===== config.mk =====
export PLATFORM = sky130hd
export DESIGN_NAME = multicycle_controller
export DESIGN_NICKNAME = d
export VERILOG_FILES = /design/src/rtl/multicycle_controller.sv
export SDC_FILE = /design/constraint.sdc
export NUM_CORES = 1
export LEC_CHECK = 0
export ABC_CLOCK_PERIOD_IN_PS = 2730
export BUFFER_PORTS_ARGS = -buffer_cell sky130_fd_sc_hd__buf_4
export CELL_PAD_IN_SITES_DETAIL_PLACEMENT = 0
export CELL_PAD_IN_SITES_GLOBAL_PLACEMENT = 2
export CORE_ASPECT_RATIO = 1.25
export CORE_UTILIZATION = 22
export DETAILED_ROUTE_END_ITERATION = 6
export PLACE_DENSITY = 0.81
export SLEW_MARGIN = 25
export SYNTH_ARGS = -nofsm -noshare
export SYNTH_HDL_FRONTEND = slang
export SYNTH_SLANG_ARGS = --single-unit

===== constraint.sdc =====
create_clock -name clk -period 2.73 [get_ports clk]
set_input_delay 0.4095 -clock clk [delete_from_list [all_inputs] [get_ports clk]]
set_output_delay 0.4095 -clock clk [all_outputs]
set_load 0.02 [all_outputs]

===== src/rtl/multicycle_controller.sv =====
// ============================================================================
// Module      : multicycle_controller
// Description : Multicycle MIPS control FSM driving data_path. The bne opcode
//               is decoded only when BNE_SUPPORT_EN is defined.
// Revision    : 1.0 - initial release
// ============================================================================
`default_nettype none

module multicycle_controller (
  input  logic       clk,
  input  logic       rst,
  input  logic [5:0] opcode,
  input  logic [5:0] func,
  input  logic       ZERO,
  output logic       pc_write,
  output logic       IRwrite,
  output logic       IorD,
  output logic       mem_read,
  output logic       mem_write,
  output logic       reg_dst,
  output logic       jal_rej,
  output logic       pc_to_reg,
  output logic       mem_to_reg,
  output logic       reg_write,
  output logic       AluSrcA,
  output logic [3:0] AluSrcB,
  output logic [2:0] AluOp,
  output logic [2:0] pc_src,
  output logic [3:0] state
);

  typedef enum logic [3:0] {
    S_FETCH  = 4'd0,
    S_DECODE = 4'd1,
    S_MEMADR = 4'd2,
    S_MEMRD  = 4'd3,
    S_MEMWB  = 4'd4,
    S_MEMWR  = 4'd5,
    S_RTEX   = 4'd6,
    S_RTWB   = 4'd7,
    S_IEX    = 4'd8,
    S_IWB    = 4'd9,
    S_BR     = 4'd10,
    S_JMP    = 4'd11,
    S_JAL    = 4'd12,
    S_JR     = 4'd13
  } state_t;

  localparam logic [5:0] c_OP_RTYPE = 6'b000000;
  localparam logic [5:0] c_OP_LW    = 6'b100011;
  localparam logic [5:0] c_OP_SW    = 6'b101011;
  localparam logic [5:0] c_OP_ADDI  = 6'b001000;
  localparam logic [5:0] c_OP_SLTI  = 6'b001010;
  localparam logic [5:0] c_OP_ANDI  = 6'b001100;
  localparam logic [5:0] c_OP_BEQ   = 6'b000100;
`ifdef BNE_SUPPORT_EN
  localparam logic [5:0] c_OP_BNE   = 6'b000101;
`endif
  localparam logic [5:0] c_OP_J     = 6'b000010;
  localparam logic [5:0] c_OP_JAL   = 6'b000011;

  localparam logic [5:0] c_FN_ADD   = 6'b100000;
  localparam logic [5:0] c_FN_SUB   = 6'b100010;
  localparam logic [5:0] c_FN_AND   = 6'b100100;
  localparam logic [5:0] c_FN_OR    = 6'b100101;
  localparam logic [5:0] c_FN_SLT   = 6'b101010;
  localparam logic [5:0] c_FN_JR    = 6'b001000;

  localparam logic [2:0] c_ALU_ADD  = 3'b000;
  localparam logic [2:0] c_ALU_SUB  = 3'b001;
  localparam logic [2:0] c_ALU_AND  = 3'b010;
  localparam logic [2:0] c_ALU_OR   = 3'b011;
  localparam logic [2:0] c_ALU_SLT  = 3'b100;

  localparam logic [3:0] c_SRCB_REG = 4'b0001;
  localparam logic [3:0] c_SRCB_4   = 4'b0010;
  localparam logic [3:0] c_SRCB_IMM = 4'b0100;
  localparam logic [3:0] c_SRCB_BRT = 4'b1000;

  localparam logic [2:0] c_PC_ALU   = 3'd0;
  localparam logic [2:0] c_PC_ALUOUT= 3'd1;
  localparam logic [2:0] c_PC_JUMP  = 3'd2;
  localparam logic [2:0] c_PC_REG   = 3'd3;

  state_t r_state;

  // Unlisted R-type functions fall back to add so the write-back stays defined.
  function automatic logic [2:0] rtype_aluop(input logic [5:0] fn);
    case (fn)
      c_FN_ADD: rtype_aluop = c_ALU_ADD;
      c_FN_SUB: rtype_aluop = c_ALU_SUB;
      c_FN_AND: rtype_aluop = c_ALU_AND;
      c_FN_OR:  rtype_aluop = c_ALU_OR;
      c_FN_SLT: rtype_aluop = c_ALU_SLT;
      default:  rtype_aluop = c_ALU_ADD;
    endcase
  endfunction

  function automatic logic [2:0] itype_aluop(input logic [5:0] op);
    case (op)
      c_OP_SLTI: itype_aluop = c_ALU_SLT;
      c_OP_ANDI: itype_aluop = c_ALU_AND;
      default:   itype_aluop = c_ALU_ADD;
    endcase
  endfunction

  always_ff @(posedge clk or negedge rst) begin
    if (!rst) begin
      r_state <= S_FETCH;
    end else begin
      case (r_state)
        S_FETCH:  r_state <= S_DECODE;
        S_DECODE: begin
          case (opcode)
            c_OP_RTYPE:                      r_state <= (func == c_FN_JR) ? S_JR : S_RTEX;
            c_OP_LW, c_OP_SW:                r_state <= S_MEMADR;
            c_OP_ADDI, c_OP_SLTI, c_OP_ANDI: r_state <= S_IEX;
`ifdef BNE_SUPPORT_EN
            c_OP_BEQ, c_OP_BNE:              r_state <= S_BR;
`else
            c_OP_BEQ:                        r_state <= S_BR;
`endif
            c_OP_J:                          r_state <= S_JMP;
            c_OP_JAL:                        r_state <= S_JAL;
            default:                         r_state <= S_FETCH;
          endcase
        end
        S_MEMADR: r_state <= (opcode == c_OP_LW) ? S_MEMRD : S_MEMWR;
        S_MEMRD:  r_state <= S_MEMWB;
        S_RTEX:   r_state <= S_RTWB;
        S_IEX:    r_state <= S_IWB;
        default:  r_state <= S_FETCH;
      endcase
    end
  end

  assign state = r_state;

  always_comb begin
    pc_write   = 1'b0;
    IRwrite    = 1'b0;
    IorD       = 1'b0;
    mem_read   = 1'b0;
    mem_write  = 1'b0;
    reg_dst    = 1'b0;
    jal_rej    = 1'b0;
    pc_to_reg  = 1'b0;
    mem_to_reg = 1'b0;
    reg_write  = 1'b0;
    AluSrcA    = 1'b0;
    AluSrcB    = c_SRCB_REG;
    AluOp      = c_ALU_ADD;
    pc_src     = c_PC_ALU;

    case (r_state)
      S_FETCH: begin
        mem_read = 1'b1;
        IRwrite  = 1'b1;
        AluSrcB  = c_SRCB_4;
        pc_write = 1'b1;
      end
      S_DECODE: AluSrcB = c_SRCB_BRT;
      S_MEMADR: begin
        AluSrcA = 1'b1;
        AluSrcB = c_SRCB_IMM;
      end
      S_MEMRD: begin
        IorD     = 1'b1;
        mem_read = 1'b1;
      end
      S_MEMWB: begin
        mem_to_reg = 1'b1;
        reg_write  = 1'b1;
      end
      S_MEMWR: begin
        IorD      = 1'b1;
        mem_write = 1'b1;
      end
      S_RTEX: begin
        AluSrcA = 1'b1;
        AluOp   = rtype_aluop(func);
      end
      S_RTWB: begin
        reg_dst   = 1'b1;
        reg_write = 1'b1;
      end
      S_IEX: begin
        AluSrcA = 1'b1;
        AluSrcB = c_SRCB_IMM;
        AluOp   = itype_aluop(opcode);
      end
      S_IWB: reg_write = 1'b1;
      S_BR: begin
        AluSrcA = 1'b1;
        AluOp   = c_ALU_SUB;
        pc_src  = c_PC_ALUOUT;
`ifdef BNE_SUPPORT_EN
        pc_write = (opcode == c_OP_BNE) ? ~ZERO : ZERO;
`else
        pc_write = ZERO;
`endif
      end
      S_JMP: begin
        pc_src   = c_PC_JUMP;
        pc_write = 1'b1;
      end
      // PC already holds PC+4 here, so $31 gets the correct return address.
      S_JAL: begin
        pc_src    = c_PC_JUMP;
        pc_write  = 1'b1;
        reg_write = 1'b1;
        jal_rej   = 1'b1;
        pc_to_reg = 1'b1;
      end
      S_JR: begin
        pc_src   = c_PC_REG;
        pc_write = 1'b1;
      end
      default: ;
    endcase

    // Reset must kill every strobe at once, even mid-instruction.
    if (!rst) begin
      pc_write   = 1'b0;
      IRwrite    = 1'b0;
      IorD       = 1'b0;
      mem_read   = 1'b0;
      mem_write  = 1'b0;
      reg_dst    = 1'b0;
      jal_rej    = 1'b0;
      pc_to_reg  = 1'b0;
      mem_to_reg = 1'b0;
      reg_write  = 1'b0;
      AluSrcA    = 1'b0;
      AluSrcB    = 4'b0000;
      AluOp      = 3'b000;
      pc_src     = 3'b000;
    end
  end

endmodule

`default_nettype wire


# Word-level counts from Yosys, hierarchy flattened
# Cells that the tools add are included.
classes:
  n_eq_ne: 26
  muxes: 32
  reduce_logical: 11
ops:
  columns: ["operator", "n"]
  rows:
  - ["one-hot mux 4 bit (6 select lines)", 2]
  - ["equality test 6 bit (second input constant)", 6]
  - ["equality test 4 bit (second input constant)", 6]
  - ["equality test 6 x 4 -> 1 bit (second input constant)", 4]
  - ["two-way mux 1 bit", 19]
  - ["equality test 4 x 3 -> 1 bit (second input constant)", 4]
  - ["equality test 6 x 2 -> 1 bit (second input constant)", 2]
  - ["one-hot mux 3 bit (4 select lines)", 1]
  - ["one-hot mux 4 bit (3 select lines)", 1]
  - ["OR reduction 4 bit", 3]
  - ["OR reduction 2 bit", 5]
  - ["two-way mux 3 bit", 3]
  - ["one-hot mux 3 bit (3 select lines)", 1]
  - ["equality test 4 x 2 -> 1 bit (second input constant)", 2]
  - ["two-way mux 4 bit", 2]
  - ["equality test 6 x 3 -> 1 bit (second input constant)", 1]
  - ["logical NOT 6 bit", 1]
  - ["one-hot mux 2 bit (3 select lines)", 1]
  - ["one-hot mux 3 bit (2 select lines)", 1]
  - ["equality test 4 x 1 -> 1 bit (second input constant)", 1]
  - ["logical NOT 4 bit", 1]
  - ["OR reduction 3 bit", 1]
  - ["one-hot mux 1 bit (2 select lines)", 1]
word_totals:
  reg_bits: 4
  in_bits: 15
  out_inout_bits: 25
  wordCells: 70

# Logic depth before layout (Yosys ltp)
logic_depth:
  depth_word: 4
  mapped_depth: 5
  mapped_depth_nobuf: 4

# Worst setup path before layout
# OpenSTA, ideal clock, no wires.
synth_timing:
  kind: "reg-to-output"
  from: "register r_state[0] (netlist: state[0])"
  to: "output AluOp[1]"
  arrival_ns: 1.886
  required_time_ns: 2.321
  setup_slack_ns: 0.435
  stages_incl_launch_ff: 5
  path_buffers: 0
  cell_sequence: "dfrtp_1 nand2b_4 or4_1 or3b_1 a21oi_1"
synth_via:
  elab_chain_cells: 3
  elab_cells_between_ends: 5
  classes_between: "eq/ne (3); mux (2)"
synth_rtl:
  columns: ["element", "line", "source"]
  rows:
  - ["start, declared", "85", "state_t r_state;"]
  - ["start signal, assigned", "115", "c_OP_RTYPE: r_state <= (func == c_FN_JR) ? S_JR : S_RTEX;"]
  - ["start signal, assigned", "128", "S_MEMADR: r_state <= (opcode == c_OP_LW) ? S_MEMRD : S_MEMWR;"]
  - ["equality test 4 bit or equality test 4 x 3 -> 1 bit (tied branches)", "155", "case (r_state)"]
  - ["one-hot mux 3 bit (3 select lines) *", "155", null]
  - ["two-way mux 3 bit *", "223", "if (!rst) begin"]
  - ["end, declared", "27", "output logic [2:0] AluOp,"]
# Mark *: on every way between the ends. The rest lies on a longest branch, timed or not.

# Worst setup path in the final report
layout_timing:
  from: "register r_state[1] (netlist: state[1])"
  to: "output AluOp[2]"
# Same word-level chain as after synthesis.

==> metrics.yaml <==
fp.dieW_um: 52.0
drc: 0
layout.nets: 164
ys_seq_area_share_pct: 14.5
syn_avg_cell_area_sq_um: 6.26
area_growth_pct: 50.5
required_ps: 2320
core_area_sq_um: 2950
setup_violations: 0
clk_latency_ps: 240
p_per_area_nw_per_um2: 527
utilization_pct: 35.2
grt_pass1_wl_mm: 3.72
finalHoldViolations: 0
dieArea_sq_um: 3360
crit_fanout: 10
vdd.ir_drop.worst_v: 0.000304
seq_area_sq_um: 100
rsz0062_at_grt: "false"
arrival_ps: 1980
row_count: 22
maxCapViolCount: 0
placed_area_sq_um: 1000
cts_root_buffer: "clkbuf_4"
grt_max_degree: 18
initial_utilization_pct: 23.4
firstDrtPassIters: 4
wl_mm: 2.24
cts_tree: "done"
tns_ps: 0
ys_warn_count: 0
numCtsBuffers: 3
post_cts_resized: 0
placed_cells: 179
multi_input_area_sq_um: 532
cts.sinks: 4
status: "finished clean"
drive_above_1_share_pct: 31.3
synth.lib_cells_used.distinct: 38
antenna_found_initial: 0
path_class: "register to primary output"
grt_pass1_vias: 830
stdcell_area_sq_um: 1040
wl_per_cell_um: 12.2
final_max_slew_viol_count: 0
synth_ff_type: "dfrtp_1"
dr.first_iter.drc_count: 19
detail-route-antenna-nets: 0
cts_buffer_depth: 2
min_path_type: "primary input to register"
max_freq_mhz: 419
via_count: 931
clk_pin_slew_ps: 40
num_antenna_cells: 0
crit_path_end_kind: "primary output"
dieHeight_um: 64.5
layout_min_cycle_time_ps: 2390
io-pin-count: 40
p_leak_nw: 0.447
largest_register_ffs: 4
track_usage_pct: 14.6
clock_skew_ps: 1.51
period_share_pct: 87.4
stdcell_count: 183
gr-total-overflow: 0
vias_per_cell: 5.09
nFillCells: 331
synthArstFlopShare_pct: 100
synth_edf_count: 0
synth_seq_cells: 4
dp_hpwl_mm: 1.77
syn_inst: 110
gp_congestion: 0.872
io_buffers: 38
htree_levels: 1
synth_fp_nets: 125
synth_area_sq_um: 688
worst_setup_path_start_kind: "register"
-- cell usage after synthesis, types with 2 or more instances --
cell type,n,area [sq um]
buf_4,3,22.5
nand2_1,8,30.0
dfrtp_1,4,100
a21oi_1,11,55.1
nand3_1,2,10.0
nor4_1,2,12.5
nand3b_1,2,15.0
nor2_1,20,75.1
nor2b_1,4,25.0
inv_1,3,11.3
o22ai_1,2,12.5
clkbuf_1,6,22.5
xnor2_1,2,17.5
nand4_1,3,18.8
nand2b_1,7,43.8
a211o_1,2,17.5
nor3_1,6,30.0
or2_1,2,12.5
o21ai_0,2,10.0
-- cells by family (layout without fill, tap and decap cells) --
| kind of cell | after synthesis | after routing | share of synthesized area, % |
|---|---|---|---|
| buffers and inverters | 12 | 49 | 8.18 |
| AND/OR/NAND/NOR | 64 | 64 | 49.5 |
| AO/OA/AOI/OAI | 27 | 27 | 24.7 |
| flip-flops | 4 | 4 | 14.5 |
| XOR/XNOR | 2 | 2 | 2.55 |
| other | 1 | 1 | 0.545 |
-- metrics by stage --
step / total power, mW / worst slack [ps] / hold slack, ps
after CTS: 0.549 / 328 / 380
after global routing: 0.586 / 206 / 397
after floorplan: 0.324 / 435 / 114
after detailed placement: 0.469 / 442 / 251
final: 0.545 / 343 / 382
after global placement: 0.468 / 470 / 250
-- placed cells by master, fill, tap and decap left out, drive strengths merged, types with 2 or more instances in the layout --
cell and n:
a21oi 11, nand2b 8, xnor2 2, dfrtp 4, buf 42, inv 3, nor3 6, o21ai 3
o22ai 2, nand4 3, nor2b 4, or2 2, clkbuf 3, nand2 8, a211o 2, nand3 2
nor4 2, nor2 20, nand3b 2
-- critical path, stage by stage (launching register included) --
cell and delay, ps:
dfrtp_1 460, buf_4 210, nor2_1 280, nand4_1 150, or3_1 330, a21oi_1 150
buf_4 160
-- power by group --
part	switching, mW	leakage, nW	internal, mW
clock network	0.0259	0.0138	0.0493
registers	0.00917	0.0533	0.0724
logic	0.235	0.380	0.154
-- layout make-up --
cell class | instances | area share (%)
sequential | 4 | 9.66
tap | 36 | 4.35
clock buffer | 3 | 2.17
multi-input combinational | 94 | 51.3
timing repair buffer | 43 | 31.4
inverter | 3 | 1.09
-- worst paths after layout --
kind | slack [ps] | cells past startpoint | endpoint | startpoint
min reg2reg | 640 | 1 | state[0] | state[1]
max reg2reg | 1090 | 5 | state[1] | state[1]
min | 380 | 2 | state[1] | opcode[4]
max in group asynchronous | 2030 | 2 | state[3] | rst
min in group asynchronous | 560 | 2 | state[1] | rst
max | 340 | 6 | AluOp[2] | state[1]
-- timing repair --
action                                 CTS  global route
hold buffers                             1             0
endpoints found under the hold margin    4             0
setup buffers                            0             0
-- layer usage --
layer / GRT usage, % / routed length (um) / up-vias
met5: 0 / 0 / -
met4: 8.11 / 34 / 0
met3: 0.939 / 120 / 4
met2: 23.6 / 1110 / 36
met1: 18.6 / 970 / 427
li1: - / - / 464
Power figures use the tool's default switching activity.
